### src/rtl/minbd_pkg.sv
// rtl/minbd_pkg.sv - shared constants, types and helpers for MinBD router stages
// Contents:
//   NUM_CH        number of router channels
//   DEFAULT_SEED  LFSR seed used when a zero seed is requested
//   LFSR_TAPS     tap mask for x^16+x^14+x^13+x^11+1 (state bits 15,13,12,10)
//   chan_idx_t    channel index type
//   dst_field()   destination field of a flit (low dst_w bits, zero-extended to 16)
package minbd_pkg;

    localparam int          NUM_CH       = 4;
    localparam logic [15:0] DEFAULT_SEED = 16'hACE1;
    localparam logic [15:0] LFSR_TAPS    = 16'hB400;

    typedef logic [1:0] chan_idx_t;

    // Takes the low 16 bits of a flit and keeps only the destination field.
    function automatic logic [15:0] dst_field(input logic [15:0] flit_lo,
                                              input int unsigned dst_w);
        return flit_lo & 16'((17'd1 << dst_w) - 17'd1);
    endfunction

endpackage

### src/rtl/minbd_rand_lfsr.sv
// rtl/minbd_rand_lfsr.sv - 16-bit Fibonacci LFSR used for randomized arbitration
// Ports:
//   clk     in   clock
//   rst_n   in   synchronous active-low reset, loads the seed
//   lfsr_q  out  current 16-bit LFSR state, advances every non-reset cycle
module minbd_rand_lfsr
    import minbd_pkg::*;
#(
    parameter logic [15:0] SEED = 16'hACE1
) (
    input  logic        clk,
    input  logic        rst_n,
    output logic [15:0] lfsr_q
);

    // An all-zero state would lock the LFSR, so a zero seed falls back.
    localparam logic [15:0] RESET_VAL = (SEED == 16'h0000) ? DEFAULT_SEED : SEED;

    always_ff @(posedge clk) begin
        if (!rst_n) begin
            lfsr_q <= RESET_VAL;
        end else begin
            lfsr_q <= {lfsr_q[14:0], ^(lfsr_q & LFSR_TAPS)};
        end
    end

endmodule

### src/rtl/minbd_eject_stage.sv
// rtl/minbd_eject_stage.sv - MinBD ejection stage: ejects at most one local flit per cycle
// Ports:
//   clk, rst_n             clock, synchronous active-low reset
//   local_id               this router's id
//   vld_in, flit_in        four incoming channels (channel i at [i*FLIT_W +: FLIT_W])
//   rand_force_en/force    override for the arbitration start index
//   vld_out, flit_out      registered pass-through channels (grant winner removed)
//   eject_vld/rdy          ejection slot handshake
//   eject_flit, eject_chan ejected flit and the channel it arrived on
//   eject_cnt, miss_cnt    saturating counts of ejections and deflected local flits
module minbd_eject_stage
    import minbd_pkg::*;
#(
    parameter int          FLIT_W = 64,
    parameter int          DST_W  = 4,
    parameter logic [15:0] SEED   = 16'hACE1,
    parameter int          CNT_W  = 16
) (
    input  logic                  clk,
    input  logic                  rst_n,
    input  logic [DST_W-1:0]      local_id,
    input  logic [3:0]            vld_in,
    input  logic [4*FLIT_W-1:0]   flit_in,
    input  logic                  rand_force_en,
    input  logic [1:0]            rand_force,
    output logic [3:0]            vld_out,
    output logic [4*FLIT_W-1:0]   flit_out,
    output logic                  eject_vld,
    input  logic                  eject_rdy,
    output logic [FLIT_W-1:0]     eject_flit,
    output logic [1:0]            eject_chan,
    output logic [CNT_W-1:0]      eject_cnt,
    output logic [CNT_W-1:0]      miss_cnt
);

    logic [15:0]         lfsr_q;
    logic [NUM_CH-1:0]   elig;
    logic [NUM_CH-1:0]   grant;
    logic [NUM_CH-1:0]   miss;
    logic [2:0]          miss_inc;
    logic [CNT_W:0]      miss_sum;
    logic                free;
    logic                found;
    chan_idx_t           start_idx;
    chan_idx_t           scan_idx;
    chan_idx_t           win_idx;
    logic [FLIT_W-1:0]   win_flit;

    minbd_rand_lfsr #(.SEED(SEED)) u_lfsr (
        .clk    (clk),
        .rst_n  (rst_n),
        .lfsr_q (lfsr_q)
    );

    // A draining slot counts as free so it can be refilled back-to-back.
    assign free      = ~eject_vld | eject_rdy;
    assign start_idx = rand_force_en ? rand_force : lfsr_q[1:0];

    always_comb begin
        elig     = '0;
        grant    = '0;
        found    = 1'b0;
        scan_idx = '0;
        win_idx  = '0;
        win_flit = '0;
        miss_inc = '0;
        for (int i = 0; i < NUM_CH; i++) begin
            elig[i] = vld_in[i] &
                      (dst_field(flit_in[i*FLIT_W +: 16], DST_W) == 16'(local_id));
        end
        // Rotating scan from the random start index, wrapping modulo 4.
        for (int k = 0; k < NUM_CH; k++) begin
            scan_idx = start_idx + chan_idx_t'(k);
            if (free && !found && elig[scan_idx]) begin
                grant[scan_idx] = 1'b1;
                win_idx         = scan_idx;
                found           = 1'b1;
            end
        end
        for (int i = 0; i < NUM_CH; i++) begin
            if (grant[i]) begin
                win_flit = flit_in[i*FLIT_W +: FLIT_W];
            end
        end
        miss = elig & ~grant;
        for (int i = 0; i < NUM_CH; i++) begin
            miss_inc = miss_inc + {2'b00, miss[i]};
        end
        miss_sum = {1'b0, miss_cnt} + (CNT_W+1)'(miss_inc);
    end

    always_ff @(posedge clk) begin
        if (!rst_n) begin
            vld_out    <= '0;
            flit_out   <= '0;
            eject_vld  <= 1'b0;
            eject_flit <= '0;
            eject_chan <= '0;
            eject_cnt  <= '0;
            miss_cnt   <= '0;
        end else begin
            vld_out  <= vld_in & ~grant;
            flit_out <= flit_in;

            if (found) begin
                eject_flit <= win_flit;
                eject_chan <= win_idx;
                eject_vld  <= 1'b1;
            end else if (eject_rdy) begin
                eject_vld  <= 1'b0;
            end

            if (found && (eject_cnt != {CNT_W{1'b1}})) begin
                eject_cnt <= eject_cnt + CNT_W'(1);
            end

            // Carry out of the widened sum means the counter would wrap.
            if (miss_sum[CNT_W]) begin
                miss_cnt <= {CNT_W{1'b1}};
            end else begin
                miss_cnt <= miss_sum[CNT_W-1:0];
            end
        end
    end

endmodule
### config.mk
export PLATFORM = sky130hd
export DESIGN_NAME = minbd_eject_stage
export DESIGN_NICKNAME = d
export VERILOG_FILES = /design/src/rtl/minbd_pkg.sv /design/src/rtl/minbd_rand_lfsr.sv /design/src/rtl/minbd_eject_stage.sv
export SDC_FILE = /design/constraint.sdc
export NUM_CORES = 1
export LEC_CHECK = 0
export CORE_AREA = 8 8 242 244
export CTS_BUF_LIST = sky130_fd_sc_hd__clkbuf_2 sky130_fd_sc_hd__clkbuf_4 sky130_fd_sc_hd__clkbuf_8
export DETAILED_ROUTE_END_ITERATION = 12
export DIE_AREA = 0 0 250 252
export GPL_TIMING_DRIVEN = 1
export PLACE_DENSITY = 0.65
export SLEW_MARGIN = 10
export SYNTH_ARGS = -nofsm -noshare
export SYNTH_HDL_FRONTEND = slang
export SYNTH_SLANG_ARGS = --single-unit
### constraint.sdc
create_clock -name clk -period 7.2 [get_ports clk]
set_input_delay 1.08 -clock clk [delete_from_list [all_inputs] [get_ports clk]]
set_output_delay 1.08 -clock clk [all_outputs]
set_load 0.02 [all_outputs]
==> reports/qor.yml <==
core_um2: 54700
arrival_ns: 7.16
cts_resized: 0
clock_path_buffers: 3
p_comb_share_pct: 18.9
cpMostUsedCell: "and3_1"
cts_tree: "built"
synth_cell_types: 59
worst-path-buf-inv: 4
layout-drive-gt1-share_pct: 11.4
grt_pass1_vias: 14000
grt.overflow.total: 0
vias: 13500
worstRegToRegCells: 19
numCtsBuffers: 67
antenna_found_initial: 4
path_delay_family: "simple AND/OR/NAND/NOR gates"
endpoint_kind: "flop"
ant_nets: 0
r2r_end: "miss_cnt[1]"
htree_levels: 3
area_growth_syn_to_layout_pct: 60.2
fin_crit_sh_pct: 92.1
grt_usage_pct: 19.9
critPathMaxStageDelay_ns: 0.61
relSlewSlack_pct: 28.3
p_int_mw: 3.86
critPathSlowestCell: "clkdlybuf4s50_1"
wl_per_cell_um: 23.7
leakage_nw: 8.73
slew_viol_final: 0
postCtsSetupBuffers: 0
fin_crit_ns: 6.63
clock_sinks: 375
drc_errors: 0
clk_pin_slew_ns: 0.06
nets: 2318
hold_violations: 0
p_switching_mw: 1.57
grt_first_pass_wirelength_um: 95600
drt_iter0_markers: 715
routed-wl-met2_um: 32000
worst-path-max-fanout: 13
criticalPathCategory: "in2reg"
hold_path_class: "reg2reg"
rsz0062_at_grt: "no"
netlist_area_um2: 14000
yosysSeqAreaShare_pct: 53.5
die_x_um: 250
route.met3.wl_um: 5550
ys_seq_elements: 375
worstSetupStartpointType: "input pin"
clockPowerShare_pct: 39.6
hpwl_um: 47700
async_flop_share_pct: 0
path_cells: "clkdlybuf4s50_1 > inv_1 > a222oi_1 > buf_4 > and3_1 > nor2_1 > mux4_2 > and2_1 > a221o_4 > or2_2 > fa_1 > fa_1 > inv_1 > fa_1 > and3_1 > and3_1 > and3_1 > and2_1 > and3_1 > nand4_1 > a21oi_1"
max_freq_mhz: 151
die-area_um2: 63000
syn_area_per_cell_um2: 9.86
status: "finished clean"
num_rows: 86
drt-vias-per-instance: 4.83
crit_required_ns: 7.73
layout.cells.non_filler: 2795
insertion_delay_ns: 0.63
fp.dieH_um: 252
grt_max_degree: 106
start_util_pct: 25.7
ir_drop_mv: 0.135
wl_um: 66200
synth_edf_count: 0
cts-root-buf: "clkbuf_8"
synth_ff_type: "dfxtp_1"
wl_met1_um: 26500
setup_viol: 0
p_sw_share_pct: 28.9
seqPwrFrac_pct: 41.5
total_power_mw: 5.43
r2r-start: "u_lfsr.lfsr_q[0]"
top_level_ports: 629
rrSetupSlack_ns: 1.42
hold_path_depth: 1
worst_clock_skew_ns: 0.0271
dpl.cell_count: 2672
holdBufCountCts: 0
drv_cap: 0
min_to: "u_lfsr.lfsr_q[15]"
place_congestion: 0.898
yosys_warnings: 0
highest_layer: "met4"
power_density_nw_per_um2: 241
portBuffers: 628
min_from: "u_lfsr.lfsr_q[14]"
syn_nets: 1705
first_pass_iters: 5
tightest_slew_ns: 1.07
synthCells: 1424
tns_ns: 0
worst max-delay path by stage:
| stage | startpoint | to | cells after the start |
|---|---|---|---|
| after detailed placement | local_id[1] | miss_cnt[1] | 21 |
| after floorplan | rand_force_en | miss_cnt[10] | 23 |
| final | local_id[1] | miss_cnt[1] | 21 |
| after global routing | local_id[0] | miss_cnt[8] | 20 |
| after CTS | local_id[1] | miss_cnt[10] | 21 |
| after global placement | local_id[0] | miss_cnt[1] | 20 |
per-layer routing:
layer / track usage [%] / vias to the layer above
met1: 23.2 / 6538
met4: 7.95 / 0
met5: 0 / -
li1: - / 6201
met2: 33.7 / 645
met3: 6.34 / 117
flip-flops by register name (all words and copies together), names as in the netlist:
| signal | count |
|---|---|
| vld_out | 4 |
| miss_cnt | 16 |
| eject_chan | 2 |
| eject_vld | 1 |
| flit_out | 256 |
| eject_cnt | 16 |
| u_lfsr.lfsr_q | 16 |
| eject_flit | 64 |
kinds of logic after synthesis:
group | share of synthesized area [%]
AOI/OAI and AO/OA | 17.8
xor gates and xnor gates | 1.81
adders and majority gates | 1.14
buffers and inverters | 5.95
DFF | 53.5
muxes | 0.677
and+or+nand+nor | 19.1
synth_stat cells (3+ instances only):
| library cell | number | area share (%) |
|---|---|---|
| nor4_1 | 7 | 0.31 |
| nor2_1 | 98 | 2.6 |
| mux2i_1 | 5 | 0.36 |
| buf_2 | 25 | 0.89 |
| fa_1 | 3 | 0.43 |
| xnor2_1 | 22 | 1.4 |
| inv_1 | 84 | 2.2 |
| clkbuf_1 | 73 | 2.0 |
| a22o_1 | 4 | 0.25 |
| a22oi_1 | 61 | 3.3 |
| dfxtp_1 | 375 | 53 |
| or3_1 | 3 | 0.13 |
| a221o_1 | 6 | 0.43 |
| a211oi_1 | 3 | 0.16 |
| inv_2 | 3 | 0.080 |
| nor2b_1 | 7 | 0.31 |
| buf_6 | 6 | 0.48 |
| a222oi_1 | 4 | 0.29 |
| xor2_1 | 7 | 0.44 |
| buf_1 | 9 | 0.24 |
| nand2b_1 | 11 | 0.49 |
| o211ai_2 | 60 | 5.3 |
| nor3_1 | 11 | 0.39 |
| or2_2 | 4 | 0.18 |
| ha_1 | 8 | 0.71 |
| nand2_1 | 20 | 0.53 |
| and2_1 | 199 | 8.9 |
| a31oi_1 | 121 | 5.4 |
| o21ai_0 | 6 | 0.21 |
| a21oi_1 | 23 | 0.82 |
| nand4_1 | 20 | 0.89 |
| and3_1 | 17 | 0.76 |
| nand3_1 | 82 | 2.9 |
| a2111oi_2 | 3 | 0.32 |
| o22ai_1 | 4 | 0.18 |
through the flow:
stage	util [%]	setup WS, ns	area, um2	hold WS [ns]
floorplan	-	0.713	14000	0.386
CTS	41.1	0.689	22500	0.413
global placement	38.5	0.104	21000	0.391
global route	41.1	0.280	22500	0.431
detailed placement	38.5	-0.0271	21000	0.396
finish	41.1	0.567	22500	0.409
area by class of cell:
class | instances | area [um2]
antenna | 3 | 7.51
clock buffer | 104 | 1310
fill | 5276 | 32200
inverter | 87 | 329
tap | 704 | 881
multi-input combinational | 848 | 5790
timing repair buffer | 658 | 6520
sequential | 375 | 7510
clock inverter | 16 | 144
power groups by stage:
stage	sequential [mW]	clock [mW]	combinational (mW)
floorplan	2.43	0	0.313
global placement	2.29	0	1.03
detailed placement	2.29	0	1.03
CTS	2.25	2.22	1.04
global route	2.26	2.31	1.08
finish	2.25	2.15	1.03
layout by cell type (no fill, tap or decap), types with 60 or more instances in the layout:
| cell type | n |
|---|---|
| a22oi_1 | 61 |
| a31oi_1 | 121 |
| and2_1 | 199 |
| clkbuf_8 | 84 |
| clkdlybuf4s50_1 | 627 |
| dfxtp_1 | 375 |
| inv_1 | 84 |
| nand3_1 | 80 |
| nor2_1 | 98 |
| o211ai_2 | 60 |
Note: power is estimated with default switching activity, not from simulation.
